$ cat config.mk
export PLATFORM = sky130hd
export DESIGN_NAME = tdm_demux_1x4
export DESIGN_NICKNAME = d
export VERILOG_FILES = /design/src/rtl/tdm_demux_1x4.sv
export SDC_FILE = /design/constraint.sdc
export NUM_CORES = 1
export LEC_CHECK = 0
export CAP_MARGIN = 20
export CORE_AREA = 4 4 133 71
export DETAILED_ROUTE_END_ITERATION = 12
export DIE_AREA = 0 0 137 75
export GPL_TIMING_DRIVEN = 0
export PLACE_DENSITY_LB_ADDON = 0.05
export SETUP_SLACK_MARGIN = 0.5
export SYNTH_ARGS = -nofsm -noshare
export SYNTH_HDL_FRONTEND = slang
export SYNTH_SLANG_ARGS = --single-unit
$ cat constraint.sdc
create_clock -name i_clk -period 1.5 [get_ports i_clk]
set_input_delay 0.3 -clock i_clk [delete_from_list [all_inputs] [get_ports i_clk]]
set_output_delay 0.3 -clock i_clk [all_outputs]
set_load 0.02 [all_outputs]
$ cat src/rtl/tdm_demux_1x4.sv
// tdm_demux_1x4: receive-side time-division demultiplexer.
// A 2-bit slot counter, aligned by a frame-sync marker, steers each valid
// beat of an interleaved stream into one of four channels. The four channel
// outputs are updated together once per complete frame.
module tdm_demux_1x4 #(
    parameter int W = 8
) (
    input  logic         i_clk,
    input  logic         i_rst,
    input  logic         i_valid,
    input  logic         i_sync,
    input  logic [W-1:0] i_data,
    output logic [W-1:0] o_ch0,
    output logic [W-1:0] o_ch1,
    output logic [W-1:0] o_ch2,
    output logic [W-1:0] o_ch3,
    output logic         o_frame_valid,
    output logic         o_locked,
    output logic [1:0]   o_slot,
    output logic         o_err
);

    localparam logic [0:0] S_HUNT   = 1'b0;
    localparam logic [0:0] S_LOCKED = 1'b1;

    logic [0:0]   state_q, state_d;
    logic [1:0]   slot_q, slot_d;
    logic [W-1:0] stg0_q, stg0_d;
    logic [W-1:0] stg1_q, stg1_d;
    logic [W-1:0] stg2_q, stg2_d;
    logic [W-1:0] ch0_q, ch0_d;
    logic [W-1:0] ch1_q, ch1_d;
    logic [W-1:0] ch2_q, ch2_d;
    logic [W-1:0] ch3_q, ch3_d;
    logic         frame_valid_q, frame_valid_d;
    logic         err_q, err_d;

    // Next-state logic: framing FSM, slot counter, staging and frame commit.
    always_comb begin
        // NOTE: every signal gets a default before any branch so that no
        // path leaves it unassigned; a missing default infers a latch.
        state_d       = state_q;
        slot_d        = slot_q;
        stg0_d        = stg0_q;
        stg1_d        = stg1_q;
        stg2_d        = stg2_q;
        ch0_d         = ch0_q;
        ch1_d         = ch1_q;
        ch2_d         = ch2_q;
        ch3_d         = ch3_q;
        frame_valid_d = 1'b0;
        err_d         = 1'b0;

        // Idle cycles (i_valid low) leave every register untouched.
        if (i_valid) begin
            case (state_q)
                S_HUNT: begin
                    // Only a sync beat can start a frame; others are dropped.
                    if (i_sync) begin
                        stg0_d  = i_data;
                        slot_d  = 2'd1;
                        state_d = S_LOCKED;
                    end
                end
                default: begin
                    if (i_sync && (slot_q != 2'd0)) begin
                        // Misaligned sync: abandon the partial frame and
                        // restart with this beat as slot 0.
                        err_d  = 1'b1;
                        stg0_d = i_data;
                        slot_d = 2'd1;
                    end else begin
                        case (slot_q)
                            2'd0: stg0_d = i_data;
                            2'd1: stg1_d = i_data;
                            2'd2: stg2_d = i_data;
                            default: begin
                                // Slot 3 completes the frame: all four
                                // channels update in the same edge.
                                ch0_d         = stg0_q;
                                ch1_d         = stg1_q;
                                ch2_d         = stg2_q;
                                ch3_d         = i_data;
                                frame_valid_d = 1'b1;
                            end
                        endcase
                        slot_d = slot_q + 2'd1;
                    end
                end
            endcase
        end
    end

    // State registers with synchronous reset, which wins over all inputs.
    always_ff @(posedge i_clk) begin
        // NOTE: sequential state uses non-blocking assignments so every flop
        // samples pre-edge values regardless of statement order.
        if (i_rst) begin
            // NOTE: staging and channel registers are cleared too, because
            // their reset contents are visible on the outputs.
            state_q       <= S_HUNT;
            slot_q        <= 2'd0;
            stg0_q        <= '0;
            stg1_q        <= '0;
            stg2_q        <= '0;
            ch0_q         <= '0;
            ch1_q         <= '0;
            ch2_q         <= '0;
            ch3_q         <= '0;
            frame_valid_q <= 1'b0;
            err_q         <= 1'b0;
        end else begin
            state_q       <= state_d;
            slot_q        <= slot_d;
            stg0_q        <= stg0_d;
            stg1_q        <= stg1_d;
            stg2_q        <= stg2_d;
            ch0_q         <= ch0_d;
            ch1_q         <= ch1_d;
            ch2_q         <= ch2_d;
            ch3_q         <= ch3_d;
            frame_valid_q <= frame_valid_d;
            err_q         <= err_d;
        end
    end

    assign o_ch0         = ch0_q;
    assign o_ch1         = ch1_q;
    assign o_ch2         = ch2_q;
    assign o_ch3         = ch3_q;
    assign o_frame_valid = frame_valid_q;
    assign o_locked      = (state_q == S_LOCKED);
    assign o_slot        = slot_q;
    assign o_err         = err_q;

endmodule

; Yosys cells after proc, flatten, opt, wreduce, memory -nomap -nowiden
; Cells that the tools add are included.
[classes]
add_sub_neg = 1
multipliers = 0
div_mod_pow = 0
magnitude_cmp = 0
eq_ne = 3
shifts = 0
muxes = 11
bitwise = 4
n_reduce_logical = 12
[op_table]
columns = op, count
row1 = $mux W8, 4
row2 = $reduce_and A4 Y1, 3
row3 = $mux W2, 3
row4 = $reduce_or A3 Y1, 2
row5 = $mux W1, 4
row6 = $not A1 Y1, 4
row7 = $reduce_bool A2 Y1, 2
row8 = $reduce_or A4 Y1, 1
row9 = $ne A3 B1 Y1 const B, 1
row10 = $reduce_and A3 Y1, 1
row11 = $add A2 B1 Y2 const B, 1
row12 = $eq A2 B1 Y1 const B, 1
row13 = $eq A2 B2 Y1 const B, 1
row14 = $logic_not A2 Y1, 1
row15 = $reduce_and A2 Y1, 1
row16 = $logic_and A1 B1 Y1, 1
[totals]
register_bits = 61
latch_bits = 0
ramBits = 0
romBits = 0
in_bits = 12
output_inout_bits = 37
elab_cells = 42
mem_count = 0

; Longest topological paths before layout
[depth]
depth_word = 4
mapped_depth = 8
mapped_depth_nobuf = 5

; Worst setup path before layout
; OpenSTA, ideal clock, no wires.
[synth_timing]
path_type = register to register
from = register slot_q[0] (netlist: o_slot[0])
to = register ch3_q[0] (netlist: o_ch3[0])
setup_ps = 122
arrival_ps = 1620
t_required_ps = 1378
setup_slack_ps = -242
path_stages_with_launch = 9
path_buffers = 3
period_less_slack_ps = 1742
path_cell_list = dfxtp_1 -> inv_1 -> ha_1 -> nand2b_1 -> buf_2 -> and3_4 -> buf_6 -> buf_6 -> mux2i_1
[synth_between]
elab_chain_len = 4
elab_cells_between_ends = 9
cone_classes = eq/ne (2) / bitwise (2) / reduce/logical (5)
[synth_lines]
columns = item, line
row1 = from (decl), 27  ; logic [1:0] slot_q, slot_d;
row2 = from (signal assigned), 114  ; slot_q <= slot_d;
row3 = $eq A2 B2 Y1 (tied with other cells), 73  ; case (slot_q)
row4 = $reduce_or A3 Y1 (no line) / $logic_and A1 B1 Y1 (equally long branches), n/a
row5 = $not A1 Y1 (no line), n/a
row6 = $reduce_and A4 Y1 (no line) *, n/a
row7 = to (signal assigned), 121  ; ch3_q <= ch3_d;
row8 = to (decl), 34  ; logic [W-1:0] ch3_q, ch3_d;
; Every way passes the cells marked *; elsewhere a longest branch is shown, timed or not.
; A chain may end at the register's enable or synchronous reset.

; Worst setup path after layout
[layout_timing]
from = register slot_q[1] (netlist: o_slot[1])
to = register ch3_q[6] (netlist: o_ch3[6])
; Same word-level chain as after synthesis.

==> impl_metrics.py <==
metrics = {
    "placed_design": {
        "placedInstanceArea_mm2": 0.00313,
        "io_buffers": 47,
        "setup_slack_at_placement_ps": -456,
        "dp_hpwl_mm": 4.25,
        "gp_congestion": 0.778,
    },
    "sta": {
        "setup_violations": 0,
        "achievable-frequency_mhz": 671,
        "rsz0062_at_grt": "true",
        "slew-limit-headroom": 0.661,
        "fin_tns_setup_ps": 0,
        "timing_max_transition_violations_final": 0,
        "finalHoldViolations": 0,
        "clock_skew_ps": 6.17,
        "final_period_minus_worst_setup_slack_ps": 1490,
        "period_share": 0.994,
        "tightest_slew_ps": 508,
        "post-route-worst-setup-slack_ps": 8.94,
    },
    "yosys": {
        "synth-edff-count": 0,
        "largest_cells_by_area_after_synthesis": "sky130_fd_sc_hd__dfxtp_1 (50%), sky130_fd_sc_hd__mux2i_1 (23%), sky130_fd_sc_hd__nand2b_1 (17%)",
        "synthesis.area_per_instance_um2": 11.1,
        "yosysTopAreaCell": "sky130_fd_sc_hd__dfxtp_1",
        "primary_flip_flop_cell_chosen_by_synthesis_mapping": "sky130_fd_sc_hd__dfxtp_1",
        "synth-seq-cells": 61,
        "yosysWarnings": 0,
        "post_synth_most_frequent_cells": "sky130_fd_sc_hd__nand2b_1 (65), sky130_fd_sc_hd__dfxtp_1 (61), sky130_fd_sc_hd__mux2i_1 (56)",
        "syn-num-nets": 236,
        "post_synth_instance_area_mm2": 0.00244,
        "netlist-cell-type-count": 21,
        "synthMostInstantiatedCell": "sky130_fd_sc_hd__nand2b_1",
        "syn-instance-count": 220,
        "ys_seq_area_frac": 0.500,
        "async_set_reset_flop_share_out_of_synthesis": 0,
        "fraction_of_synthesized_cell_area_taken_by_the_top_area_cell_type": 0.500,
    },
    "floorplanning": {
        "row_count": 24,
        "start_util": 0.290,
        "die-width_um": 137,
        "design.core.area_mm2": 0.00841,
        "io_pins": 49,
        "dieHeight_um": 75,
        "fp.dieArea_mm2": 0.0103,
    },
    "grt": {
        "grt_overflow_total": 0,
        "grt_max_degree": 11,
        "grt_pass1_wl_mm": 9.67,
        "grt_pass1_vias": 1734,
        "grt.total_usage": 0.131,
        "antenna_found_initial": 0,
    },
    "clocking": {
        "clock_path_buffers": 2,
        "clkTransAtPathRegs_ps": 50,
        "tritoncts_clock_tree": "built",
        "count_of_clock_tree_sinks": 61,
        "htree_num_levels": 3,
        "clock_latency_ps": 320,
        "clk_root_buffer_cell": "sky130_fd_sc_hd__clkbuf_16",
        "clock_buffer_count_from_cts": 9,
    },
    "setup_path": {
        "critPathKind": "flop to flop",
        "critical-path-max-stage-delay_ps": 360,
        "cp.arrival_ps": 1680,
        "crit_path_required_time_ps": 1690,
        "crit_path_start_kind": "flop",
        "critical_path.slowest_cell": "sky130_fd_sc_hd__dfxtp_4",
        "critical_path_peak_fanout": 5,
        "path_cells": "inv_4 > ha_4 > nand2b_4 > buf_6 > and3_4 > buf_12 > clkbuf_16 > mux2i_1",
        "worst_setup_path_end_kind": "flop",
    },
    "routing": {
        "mean_routed_wirelength_per_cell_um": 14.7,
        "totalWireLength_mm": 6.19,
        "via_count": 1728,
        "detailedRoute.firstIterationViolations": 36,
        "detail_route.vias_per_cell": 4.10,
        "drtPass1Iterations": 4,
        "drc_violation_count_after_routing": 0,
        "final_antenna_net_count": 0,
    },
    "finish": {
        "layout.cell_area.non_filler_mm2": 0.00379,
        "diodes": 0,
        "drive_gt1_frac": 0.424,
        "nets": 316,
        "syn_to_layout_area_delta_pct": 55.1,
        "nFillCells": 812,
        "post-route-util": 0.450,
    },
    "worst_hold_path": {
        "hold_path_class": "input port to flop",
    },
    "run_status": {
        "status": "completed",
    },
    "power": {
        "power_density_mw_per_mm2": 999,
        "peakVddDrop_v": 0.000493,
        "p_leak_nw": 1.52,
    },
    "run": {
        "cap_violations": 0,
    },
}
[kinds of logic after synthesis]
kind of cell	Yosys count	share of synthesized area
simple gates	77	0.196
mux	56	0.230
buf+inv	16	0.0384
flops	61	0.500
compound gates	6	0.0159
fa+ha+maj	4	0.0205
[final cells by class]
type / count / area (µm²) / share of cell area
buffer: 14 / 140 / 0.0370
clock buffer: 14 / 274 / 0.0723
clock inverter: 1 / 5.00 / 0.00132
inverter: 2 / 12.5 / 0.00330
multi-input combinational: 143 / 1200 / 0.317
sequential: 61 / 1270 / 0.336
tap: 117 / 146 / 0.0387
timing repair buffer: 69 / 733 / 0.194
[power by group]
| group | switching, mW | internal, mW |
|---|---|---|
| combinational | 0.111 | 0.115 |
| sequential | 0.00904 | 1.64 |
| clock | 0.669 | 1.24 |
[metrics by stage]
stage          cells  total power, mW  hold WS (ps)
2_1_floorplan    220             1.80           441
3_3_place_gp     384             1.89           465
3_5_place_dp     384             1.89           466
4_1_cts          412             3.85           472
5_1_grt          421             3.94           494
6_report         421             3.78           468
[path summary, 6_finish.rpt]
path	startpoint	endpoint	slack [ps]	cells past startpoint
setup reg to reg	o_slot[1]	o_ch3[6]	9	8
hold / removal	i_valid	o_locked	470	3
hold reg to reg	o_ch1[2]	o_ch1[2]	470	2
setup / recovery	o_slot[1]	o_ch3[6]	9	8
[state kept, by name, summed over array words and instances, names as in the netlist, 2 cells and up]
| register | count |
|---|---|
| o_ch0 | 8 |
| o_ch1 | 8 |
| o_ch2 | 8 |
| o_ch3 | 8 |
| stg0_q | 8 |
| stg1_q | 8 |
| stg2_q | 8 |
| o_slot | 2 |
[repair_timing]
action | CTS | global route
setup buffers | 12 | 8
hold buffers | 0 | 0
resized for setup | 267 | 11
gates cloned | 1 | 1
pin swaps | 2 | 2
setup endpoints to repair | 97 | 98
endpoints found under the hold margin | 0 | 0
[critical path, delay by kind of cell (launching register included)]
family                   cells  cell delay [ps]
adder cells (fa/ha/maj)      1              140
multiplexers                 1              110
buffers and inverters        4              450
flip-flops                   1              360
AND/OR/NAND/NOR              2              290
[cells in the final DEF (no fill, tap or decap)]
cell                              count
sky130_fd_sc_hd__a21o_1               1
sky130_fd_sc_hd__a21oi_1              2
sky130_fd_sc_hd__a32oi_2              1
sky130_fd_sc_hd__and2_1               1
sky130_fd_sc_hd__and3_4               3
sky130_fd_sc_hd__buf_12               4
sky130_fd_sc_hd__buf_16               1
sky130_fd_sc_hd__buf_4               17
sky130_fd_sc_hd__buf_6               42
sky130_fd_sc_hd__buf_8                1
sky130_fd_sc_hd__clkbuf_1             9
sky130_fd_sc_hd__clkbuf_16           10
sky130_fd_sc_hd__clkbuf_8             3
sky130_fd_sc_hd__clkdlybuf4s50_1      9
sky130_fd_sc_hd__clkinv_2             1
sky130_fd_sc_hd__dfxtp_1             25
sky130_fd_sc_hd__dfxtp_2             33
sky130_fd_sc_hd__dfxtp_4              3
sky130_fd_sc_hd__dlygate4sd2_1        1
sky130_fd_sc_hd__ha_1                 2
sky130_fd_sc_hd__ha_2                 1
sky130_fd_sc_hd__ha_4                 1
sky130_fd_sc_hd__inv_4                2
sky130_fd_sc_hd__mux2i_1             56
sky130_fd_sc_hd__nand2_1              1
sky130_fd_sc_hd__nand2_4              1
sky130_fd_sc_hd__nand2b_1            64
sky130_fd_sc_hd__nand2b_4             1
sky130_fd_sc_hd__nand3_4              2
sky130_fd_sc_hd__nor2_1               2
sky130_fd_sc_hd__nor2_2               1
sky130_fd_sc_hd__nor3b_2              1
sky130_fd_sc_hd__o21a_1               1
sky130_fd_sc_hd__o21ai_0              1
[metal layers]
| layer | share of wire | track usage |
|---|---|---|
| met5 | 0 | 0 |
| met4 | 0.010 | 0.0398 |
| met3 | 0.044 | 0.0534 |
| met2 | 0.39 | 0.174 |
| met1 | 0.56 | 0.192 |
Power figures use the tool's default switching activity.
